[config.mk]
export PLATFORM = sky130hd
export DESIGN_NAME = sram_pump_writer
export DESIGN_NICKNAME = d
export VERILOG_FILES = /design/src/rtl/sram_pump_pkg.sv /design/src/rtl/pump_fifo.sv /design/src/rtl/sram_pump_writer.sv
export SDC_FILE = /design/constraint.sdc
export NUM_CORES = 1
export LEC_CHECK = 0
export ABC_AREA = 1
export CAP_MARGIN = 10
export CORE_ASPECT_RATIO = 1.5
export CORE_MARGIN = 4
export CORE_UTILIZATION = 50
export CTS_BUF_LIST = sky130_fd_sc_hd__clkbuf_8
export CTS_CLUSTER_DIAMETER = 60
export DETAILED_ROUTE_END_ITERATION = 7
export PLACE_DENSITY = 0.82
export SYNTH_ARGS = -nofsm -noshare
export SYNTH_HDL_FRONTEND = slang
export SYNTH_SLANG_ARGS = --single-unit
[constraint.sdc]
create_clock -name clk -period 3.12 [get_ports clk]
set_input_delay 0.936 -clock clk [delete_from_list [all_inputs] [get_ports clk]]
set_output_delay 0.936 -clock clk [all_outputs]
set_load 0.05 [all_outputs]
[src/rtl/sram_pump_pkg.sv]
// Shared types for the SRAM pump writer: write-FSM states, the pending-write
// FIFO entry and the synchroniser depth.
package sram_pump_pkg;

    // Flops in each SCK->clk synchroniser (a history flop follows them).
    localparam int unsigned SYNC_STAGES = 2;

    // Address width carried in a FIFO entry; matches the pump address bus.
    localparam int unsigned PUMP_ADDR_W = 19;

    localparam int unsigned BYTE_W = 8;

    typedef enum logic [1:0] {
        IDLE  = 2'd0,
        SETUP = 2'd1,
        WRITE = 2'd2,
        HOLD  = 2'd3
    } wr_state_e;

    typedef struct packed {
        logic [PUMP_ADDR_W-1:0] addr;
        logic [BYTE_W-1:0]      data;
    } fifo_entry_t;

endpackage

[src/rtl/pump_fifo.sv]
// Synchronous first-word-fall-through FIFO holding pending pump writes.
//   clk, reset_n     : clock, asynchronous active-low reset (flushes pointers)
//   push, push_data  : write an entry; ignored while full
//   pop,  pop_data   : pop_data shows the head entry; pop advances; ignored while empty
//   full, empty      : registered occupancy flags
// DEPTH must be a power of two, minimum 2.
module pump_fifo
    import sram_pump_pkg::*;
#(
    parameter int unsigned DEPTH   = 4,
    parameter type         entry_t = fifo_entry_t
) (
    input  logic   clk,
    input  logic   reset_n,
    input  logic   push,
    input  entry_t push_data,
    input  logic   pop,
    output entry_t pop_data,
    output logic   full,
    output logic   empty
);

    localparam int unsigned PTR_W = (DEPTH > 1) ? $clog2(DEPTH) : 1;
    localparam int unsigned CNT_W = PTR_W + 1;

    entry_t           mem [DEPTH];
    logic [PTR_W-1:0] wr_ptr;
    logic [PTR_W-1:0] rd_ptr;
    logic [CNT_W-1:0] count;
    logic [CNT_W-1:0] count_nxt;
    logic             push_ok;
    logic             pop_ok;

    assign push_ok  = push & ~full;
    assign pop_ok   = pop & ~empty;
    assign pop_data = mem[rd_ptr];

    // Occupancy update; a simultaneous push and pop leaves it unchanged.
    always_comb begin
        count_nxt = count;
        if (push_ok && !pop_ok) begin
            count_nxt = count + CNT_W'(1);
        end else if (!push_ok && pop_ok) begin
            count_nxt = count - CNT_W'(1);
        end
    end

    // Pointers and flags; pointers wrap naturally since DEPTH is a power of two.
    always_ff @(posedge clk or negedge reset_n) begin
        if (!reset_n) begin
            wr_ptr <= '0;
            rd_ptr <= '0;
            count  <= '0;
            full   <= 1'b0;
            empty  <= 1'b1;
        end else begin
            if (push_ok) begin
                wr_ptr <= wr_ptr + PTR_W'(1);
            end
            if (pop_ok) begin
                rd_ptr <= rd_ptr + PTR_W'(1);
            end
            count <= count_nxt;
            full  <= (count_nxt == CNT_W'(DEPTH));
            empty <= (count_nxt == '0);
        end
    end

    // Storage needs no reset: stale entries are unreachable once pointers clear.
    always_ff @(posedge clk) begin
        if (push_ok) begin
            mem[wr_ptr] <= push_data;
        end
    end

endmodule

[src/rtl/sram_pump_writer.sv]
// SRAM pump writer: turns SCK-domain pump byte strobes into timed SRAM write
// cycles in the clk domain, and muxes the external SRAM between the core and
// the pump (core held off via core_wait_o while the pump owns the SRAM).
//
// Ports:
//   clk, reset_n                  : system clock (>= 4x SCK), async active-low reset
//   pump_active_i/a_i/d_i/we_n_i  : pump handshake (SCK domain)
//   core_a_i/d_i/we_n_i/oe_n_i    : core SRAM request, passed through when idle
//   core_q_o                      : SRAM read data to the core
//   core_wait_o                   : registered; high while the pump owns the SRAM
//   sram_a_o/dq_o/dq_oe_o/dq_i    : SRAM address and data bus
//   sram_we_n_o/oe_n_o            : SRAM strobes
//   load_done_o                   : one-clk pulse when a finished load has drained
//   byte_count_o                  : bytes accepted in the current/last load (saturating)
//   overflow_o                    : sticky, a byte was dropped on a full FIFO
//   checksum_o                    : only with PUMP_CHECKSUM_EN; 16-bit sum of written bytes
//
// Build option: define PUMP_CHECKSUM_EN to add checksum_o.
// ADDR_W must not exceed PUMP_ADDR_W (width of the FIFO entry address).
module sram_pump_writer
    import sram_pump_pkg::*;
#(
    parameter int unsigned ADDR_W     = PUMP_ADDR_W,
    parameter int unsigned FIFO_DEPTH = 4,
    parameter int unsigned WE_CYCLES  = 2
) (
    input  logic              clk,
    input  logic              reset_n,

    input  logic              pump_active_i,
    input  logic [ADDR_W-1:0] pump_a_i,
    input  logic [7:0]        pump_d_i,
    input  logic              pump_we_n_i,

    input  logic [ADDR_W-1:0] core_a_i,
    input  logic [7:0]        core_d_i,
    input  logic              core_we_n_i,
    input  logic              core_oe_n_i,
    output logic [7:0]        core_q_o,
    output logic              core_wait_o,

    output logic [ADDR_W-1:0] sram_a_o,
    output logic [7:0]        sram_dq_o,
    output logic              sram_dq_oe_o,
    input  logic [7:0]        sram_dq_i,
    output logic              sram_we_n_o,
    output logic              sram_oe_n_o,

    output logic              load_done_o,
    output logic [ADDR_W:0]   byte_count_o,
    output logic              overflow_o
`ifdef PUMP_CHECKSUM_EN
    ,
    output logic [15:0]       checksum_o
`endif
);

    localparam int unsigned CNT_W = (WE_CYCLES > 1) ? $clog2(WE_CYCLES) : 1;
    localparam int unsigned BC_W  = ADDR_W + 1;

    // ---------------------------------------------------------------
    // SCK-domain synchronisers with one history flop each
    // ---------------------------------------------------------------
    logic [SYNC_STAGES-1:0] active_sync;
    logic [SYNC_STAGES-1:0] we_n_sync;
    logic                   active_hist;
    logic                   we_n_hist;
    logic                   sync_active;
    logic                   sync_we_n;
    logic                   active_rise;
    logic                   active_fall;
    logic                   wr_req;

    // we_n idles high, so its chain resets to 1 to avoid a false request.
    always_ff @(posedge clk or negedge reset_n) begin
        if (!reset_n) begin
            active_sync <= '0;
            we_n_sync   <= '1;
            active_hist <= 1'b0;
            we_n_hist   <= 1'b1;
        end else begin
            active_sync <= {active_sync[SYNC_STAGES-2:0], pump_active_i};
            we_n_sync   <= {we_n_sync[SYNC_STAGES-2:0], pump_we_n_i};
            active_hist <= active_sync[SYNC_STAGES-1];
            we_n_hist   <= we_n_sync[SYNC_STAGES-1];
        end
    end

    assign sync_active = active_sync[SYNC_STAGES-1];
    assign sync_we_n   = we_n_sync[SYNC_STAGES-1];
    assign active_rise = sync_active & ~active_hist;
    assign active_fall = ~sync_active & active_hist;
    assign wr_req      = we_n_hist & ~sync_we_n;

    // ---------------------------------------------------------------
    // Pending-write FIFO; address/data sampled straight from the pump
    // pins in the request cycle (the pump holds them long enough).
    // ---------------------------------------------------------------
    fifo_entry_t push_entry;
    fifo_entry_t pop_entry;
    logic        fifo_full;
    logic        fifo_empty;
    logic        fifo_pop;
    logic        push_ok;
    logic        drop;

    always_comb begin
        push_entry      = '0;
        push_entry.addr = PUMP_ADDR_W'(pump_a_i);
        push_entry.data = pump_d_i;
    end

    assign push_ok = wr_req & ~fifo_full;
    assign drop    = wr_req & fifo_full;

    pump_fifo #(
        .DEPTH   (FIFO_DEPTH),
        .entry_t (fifo_entry_t)
    ) u_fifo (
        .clk       (clk),
        .reset_n   (reset_n),
        .push      (wr_req),
        .push_data (push_entry),
        .pop       (fifo_pop),
        .pop_data  (pop_entry),
        .full      (fifo_full),
        .empty     (fifo_empty)
    );

    // ---------------------------------------------------------------
    // Write FSM: IDLE (pop) -> SETUP -> WRITE x WE_CYCLES -> HOLD
    // ---------------------------------------------------------------
    wr_state_e         state;
    wr_state_e         state_nxt;
    logic [CNT_W-1:0]  we_cnt;
    logic [CNT_W-1:0]  we_cnt_nxt;
    logic [ADDR_W-1:0] wr_addr;
    logic [7:0]        wr_data;

    always_ff @(posedge clk or negedge reset_n) begin
        if (!reset_n) begin
            state   <= IDLE;
            we_cnt  <= '0;
            wr_addr <= '0;
            wr_data <= '0;
        end else begin
            state  <= state_nxt;
            we_cnt <= we_cnt_nxt;
            if (fifo_pop) begin
                wr_addr <= ADDR_W'(pop_entry.addr);
                wr_data <= pop_entry.data;
            end
        end
    end

    always_comb begin
        state_nxt  = state;
        we_cnt_nxt = we_cnt;
        fifo_pop   = 1'b0;
        case (state)
            IDLE: begin
                if (!fifo_empty) begin
                    fifo_pop  = 1'b1;
                    state_nxt = SETUP;
                end
            end
            SETUP: begin
                we_cnt_nxt = CNT_W'(WE_CYCLES - 1);
                state_nxt  = WRITE;
            end
            WRITE: begin
                if (we_cnt == '0) begin
                    state_nxt = HOLD;
                end else begin
                    we_cnt_nxt = we_cnt - CNT_W'(1);
                end
            end
            HOLD: begin
                state_nxt = IDLE;
            end
            default: begin
                state_nxt = IDLE;
            end
        endcase
    end

    // ---------------------------------------------------------------
    // SRAM ownership mux; core passes through combinationally when idle.
    // ---------------------------------------------------------------
    logic pump_own;

    assign pump_own = sync_active | ~fifo_empty | (state != IDLE);
    assign core_q_o = sram_dq_i;

    always_comb begin
        sram_a_o     = core_a_i;
        sram_dq_o    = core_d_i;
        sram_dq_oe_o = ~core_we_n_i;
        sram_we_n_o  = core_we_n_i;
        sram_oe_n_o  = core_oe_n_i;
        if (pump_own) begin
            sram_a_o     = wr_addr;
            sram_dq_o    = wr_data;
            sram_dq_oe_o = (state != IDLE);
            sram_we_n_o  = (state != WRITE);
            sram_oe_n_o  = 1'b1;
        end
    end

    // ---------------------------------------------------------------
    // Load status: ownership flag, byte count, overflow, done pulse
    // ---------------------------------------------------------------
    logic done_armed;

    always_ff @(posedge clk or negedge reset_n) begin
        if (!reset_n) begin
            core_wait_o  <= 1'b0;
            byte_count_o <= '0;
            overflow_o   <= 1'b0;
            done_armed   <= 1'b0;
            load_done_o  <= 1'b0;
        end else begin
            core_wait_o <= pump_own;
            load_done_o <= 1'b0;

            // A load start restarts the count; a coincident byte still counts.
            if (active_rise) begin
                byte_count_o <= BC_W'(push_ok);
                overflow_o   <= drop;
            end else begin
                if (push_ok && (byte_count_o != '1)) begin
                    byte_count_o <= byte_count_o + BC_W'(1);
                end
                if (drop) begin
                    overflow_o <= 1'b1;
                end
            end

            // Done fires once the load has ended and every byte is in SRAM.
            if (active_rise) begin
                done_armed <= 1'b0;
            end else if (active_fall) begin
                done_armed <= 1'b1;
            end else if (done_armed && fifo_empty && !push_ok && (state == IDLE)) begin
                done_armed  <= 1'b0;
                load_done_o <= 1'b1;
            end
        end
    end

`ifdef PUMP_CHECKSUM_EN
    // Running 16-bit sum of bytes actually written, updated as each write completes.
    always_ff @(posedge clk or negedge reset_n) begin
        if (!reset_n) begin
            checksum_o <= '0;
        end else if (active_rise) begin
            checksum_o <= '0;
        end else if (state == HOLD) begin
            checksum_o <= checksum_o + 16'(wr_data);
        end
    end
`endif

endmodule

After elaboration in Yosys (flattened, before gate mapping):

Memory sizes are Yosys's and may differ from the RTL's. A register that Yosys moved wholly into a read port is not among the register bits.
Cells that the tools add are included.

* output and inout bits: 61
* word-level logic and storage cells: 88
* input bits: 68
* memories kept: 1
* register bits after elaboration: 42
* RAM bits: 108

* reductions and logical operators: 17
* bitwise gates (word level): 14
* add/subtract/negate cells: 6
* muxes and demuxes: 26
* eq/ne operators: 8

Memories
* u_fifo.mem: depth 4, bits a word 27, read ports 1, clocked after Yosys merged registers in 1, wr ports 1, line pump_fifo.sv:26 `entry_t mem [DEPTH];`

Operator list (count)
* 20-bit two-way mux: 2
* 20-bit by 1-bit adder with 20-bit output (second input constant): 1
* 20-bit != test (second input constant): 1
* 19-bit two-way mux: 1
* 1-bit two-way mux: 16
* 8-bit two-way mux: 1
* 2-bit case mux with 4 select lines: 1
* 2-bit nonzero test: 4
* 1-bit AND: 6
* 1-bit logical AND: 6
* 3-bit two-way mux: 2
* 2-bit != test (second input constant): 3
* 1-bit NOT: 6
* 2-bit by 1-bit adder with 2-bit output (second input constant): 2
* 2-bit == test (second input constant): 2
* 2-bit two-way mux: 2
* 3-bit by 1-bit adder with 3-bit output (second input constant): 1
* 3-bit == test (second input constant): 1
* 1-bit logical NOT: 3
* 3-bit logical NOT: 1
* 3-bit nonzero test: 1
* 3-bit by 1-bit subtractor with 3-bit output (second input constant): 1
* 2-bit by 1-bit == test with 1-bit output (second input constant): 1
* 2-bit logical NOT: 1
* 4 further kinds: 5

Longest topological paths before layout:

* depth after elaboration: 9
* mapped depth: 12
* depth with buffers taken out: 11

By module:

A second synthesis with hierarchy kept.

* cells, all modules: 803
* area, all modules: 7931.4 um^2

By module, submodules not included
* pump_fifo: instances 1, area each 4588.2 um^2, sequential area each 3469.6 um^2, cells each 344
* sram_pump_writer: instances 1, area each 3343.2 um^2, sequential area each 1505.2 um^2, cells each 459

Worst setup path before layout:

Ideal clock, no wire load.

* path type: reg2out
* start point: register state[0]
* end point: output sram_dq_oe_o
* setup slack: -0.088 ns
* data required time: 2.184 ns
* cell stages (with the launch flop): 8
* path buffers: 1
* data arrival time: 2.272 ns
* cells stage by stage: dfrtp_1 -> inv_1 -> ha_1 -> nand2_1 -> nor2_1 -> clkbuf_1 -> inv_2 -> o21ai_0

* word-level cells in the longest chain between the ends: 3

RTL lines
* from (decl): line sram_pump_writer.sv:133 `wr_state_e state;`
* from (signal assigned): line sram_pump_writer.sv:147 `state <= state_nxt;`
* 2-bit nonzero test: line sram_pump_writer.sv:192 `assign pump_own = sync_active | ~fifo_empty | (state != IDLE);`
* 1-bit bitwise OR: line sram_pump_writer.sv:192
* named net pump_own: line sram_pump_writer.sv:190 `logic pump_own;`
* 1-bit two-way mux: line sram_pump_writer.sv:201 `if (pump_own) begin`
* to (decl): line sram_pump_writer.sv:44 `output logic sram_dq_oe_o,`

The timed path passes the listed nets, and every way through them passes these cells.

Final worst setup path:

* start point: register state[1]
* end point: output sram_a_o[3]

* word-level cells in the longest chain between the ends: 3

RTL lines
* 2-bit nonzero test: line sram_pump_writer.sv:192
* 1-bit bitwise OR: line sram_pump_writer.sv:192
* 19-bit two-way mux: line sram_pump_writer.sv:201
* to (decl): line sram_pump_writer.sv:42 `output logic [ADDR_W-1:0] sram_a_o,`

No other way between the ends.

==> results.md <==
* Mapped cell area at 7681 um^2
* Die footprint at 17,450 um^2
* Fmax at 338.0 MHz
* RePlAce Congestion at 1.010
* Final Hold Violating Endpoints at 0
* Worst-case hold path end point: we_n_sync[1]
* Hold path startpoint: we_n_sync[0]
* PwrDens at 905.1 nW/um^2
* Most common cell after layout, fill and taps aside: nand2_1
* Number of max-slew violations in the final report at 0
* R2R setup slack at 0.94 ns
* Clock network power share at 18.9%
* Switching Share at 40.40%
* Antenna Nets Post-Route at 0
* Layout Skew at 0.01945 ns
* Lkg Pwr at 3.827 nW
* Grt ovf at 0
* Max-slew headroom at 39.49%
* R2R depth at 8
* CP Capture Type: output pin
* Syn Area/Cell at 10.21 um^2
* Htree depth at 4
* Slew @ Worst Pin at 0.9077 ns
* FF-to-FF End: byte_count_o[13]
* Vias in the first global route at 5,713
* Die extent in x at 109.2 um
* Area growth, synth to finish at 27.28%
* Layout cells sized above 1 at 12.37%
* # IOs at 129
* Post-Syn Instances at 752
* Clock tree buffer depth at 2
* VDD IR max at 0.0005911 V
* Fin Hold WS at 0.3506 ns
* Hold path depth at 0
* First-pass GRT wire length at 27.85 mm
* Hpwl dp at 11.76 mm
* Commonest cells after routing, fill and taps aside: nand2_1, edfxtp_1, nor2_1
* Via density at 5.372
* Clock transition at path regs at 0.10 ns
* Reg power frac at 35.5%
* Flop and latch count out of synthesis at 177
* Core area at 15,070 um^2
* Antenna violations before repair at 0
* Gate power share at 45.7%
* Worst setup margin at 0.1612 ns
* DR DRC count at 0
* # nets final at 940
* Port Buffers at 112
* Via Count at 5,759
* Register area share after synthesis at 64.77%
* Hold_buf cts at 0
* Status: complete, no violations
* Post-synthesis cell type count at 31
* CP arrival at 2.02 ns
* Period utilization at 94.83%
* Setup violators final at 0
* Max Cap Violations at 0
* Crit path kind: flip-flop to output pin
* Largest net degree at the start of global routing at 57
* Internal power at 5.274 mW
* Net Switching at 3.575 mW
* Reg2reg start: byte_count_o[0]
* Critical path launch point type: flip-flop
* ANT cells at 0
* CTS sink cnt at 177
* First-pass iteration count of the detailed router at 5
* TritonCTS clock tree: built
* WL/cell at 16.63 um
* Initial DRC Count at 411
* Routed wire length at 17.83 mm
* Starting Density at 50.97%
* Syn Nets at 832
* Num rows at 55
* Crit path max fanout at 24
* CP Data Required Time at 2.18 ns
* Final total power at 8.849 mW
* Chip height at 159.8 um
* Crit path time final at 2.959 ns
* Placement Setup Slack at 0.3610 ns
* Worst skew pair latency at 0.45 ns
* Cts bufs inserted at 17
* Total track usage at 20.66%
* Root Buffer: clkbuf_8
* Ys Warns at 0
* HP Class: flip-flop to flip-flop
==> synth_stat cells <==
master    instances  area, um^2
xnor2_1           1       8.760
nor3_1            6       30.03
buf_6             2       22.52
xor2_1           11       96.34
inv_1            62       232.7
nand2_2           4       25.02
inv_2             4       15.01
buf_2             6       30.03
nand3b_1          1       7.510
o22ai_1          27       168.9
nor2_4            2       22.52
o21ai_1          35       175.2
dfrtp_1          65        1627
buf_4             8       60.06
nand3_1          12       60.06
clkbuf_1         23       86.33
edfxtp_1        108        3243
buf_1             3       11.26
a21oi_1           6       30.03
o21ai_0          88       440.4
or2_2             1       6.260
inv_4             1       6.260
nand4_1           7       43.79
nand2_4           1       11.26
a32o_1            1       10.01
nor2_1           96       360.4
dfstp_2           4       105.1
o21bai_1          3       22.52
nor2_2            1       6.260
nand2_1         151       566.8
ha_1             12       150.1
==> registers in the layout, summed over array words and instances, names as in the netlist, 2 cells and up <==
signal and count:
active_sync 2, byte_count_o 20, state 2, u_fifo.count 3, u_fifo.mem 108, u_fifo.rd_ptr 2
u_fifo.wr_ptr 2, we_n_sync 2, wr_addr 19, wr_data 8
==> repair_timing <==
item | in CTS | in global routing
pin swaps | 1 | 1
buffers inserted | 2 | 3
endpoints found under the setup margin | 23 | 30
gates resized for setup | 0 | 27
==> worst max-delay path, cell delays in order (launching register included) <==
cell and delay (ns):
dfrtp_1 0.42, inv_1 0.09, ha_1 0.17, nand2_1 0.11, nor2_4 0.12, buf_4 0.14, buf_12 0.15, nand2_1 0.06
o21ai_1 0.15, buf_12 0.18
==> area by class of cell <==
type	count	area, um^2
inverters	67	254.0
well taps	199	249.0
flip-flops and latches	177	4976
multi-input cells	466	2271
repair buffers	131	1587
clock buffers	18	247.7
fillers	1099	5294
clock inverters	14	192.7
==> cells by family (layout without fill, tap and decap cells) <==
logic type | Yosys count | in the layout | synth area share, %
xor+xnor | 12 | 12 | 1.368
simple gates | 282 | 282 | 14.84
fa+ha+maj | 12 | 12 | 1.955
buf+inv | 109 | 230 | 6.043
compound gates | 160 | 160 | 11.03
flops | 177 | 177 | 64.77
==> power groups by stage <==
stage	combinational, mW	clock, mW	sequential (mW)
5_1_grt	4.36	1.80	3.17
2_1_floorplan	2.29	0	3.23
6_report	4.04	1.67	3.14
4_1_cts	4.03	1.71	3.13
3_3_place_gp	3.88	0	3.15
3_5_place_dp	3.99	0	3.18
==> per-layer routing <==
layer,track usage (%),vias up,part of all wire (%)
li1,-,2731,-
met1,23.37,2776,37
met2,36.13,205,54
met3,4.772,47,6.2
met4,9.870,0,3.1
met5,0,-,0
==> worst max path at each step <==
stage / start / end / slack (ns)
2_1_floorplan: state[0] / sram_a_o[15] / -0.04
5_1_grt: state[1] / sram_dq_o[4] / -0.01
3_5_place_dp: core_we_n_i / sram_we_n_o / 0.36
4_1_cts: state[0] / sram_a_o[8] / 0.03
3_3_place_gp: core_we_n_i / sram_we_n_o / 0.38
6_report: state[1] / sram_a_o[3] / 0.16
==> metrics by stage <==
step / cells / instance area (um^2) / TNS [ns] / util [%]
final: 1072 / 9777 / 0 / 64.87
after detailed placement: 1035 / 9295 / 0 / 61.68
after floorplan: 752 / 7681 / -0.3913 / -
after CTS: 1069 / 9751 / 0 / 64.70
after global placement: 1035 / 9295 / 0 / 61.68
after global routing: 1072 / 9777 / -0.04562 / 64.87
No activity file was read; power rests on OpenSTA's default activity.
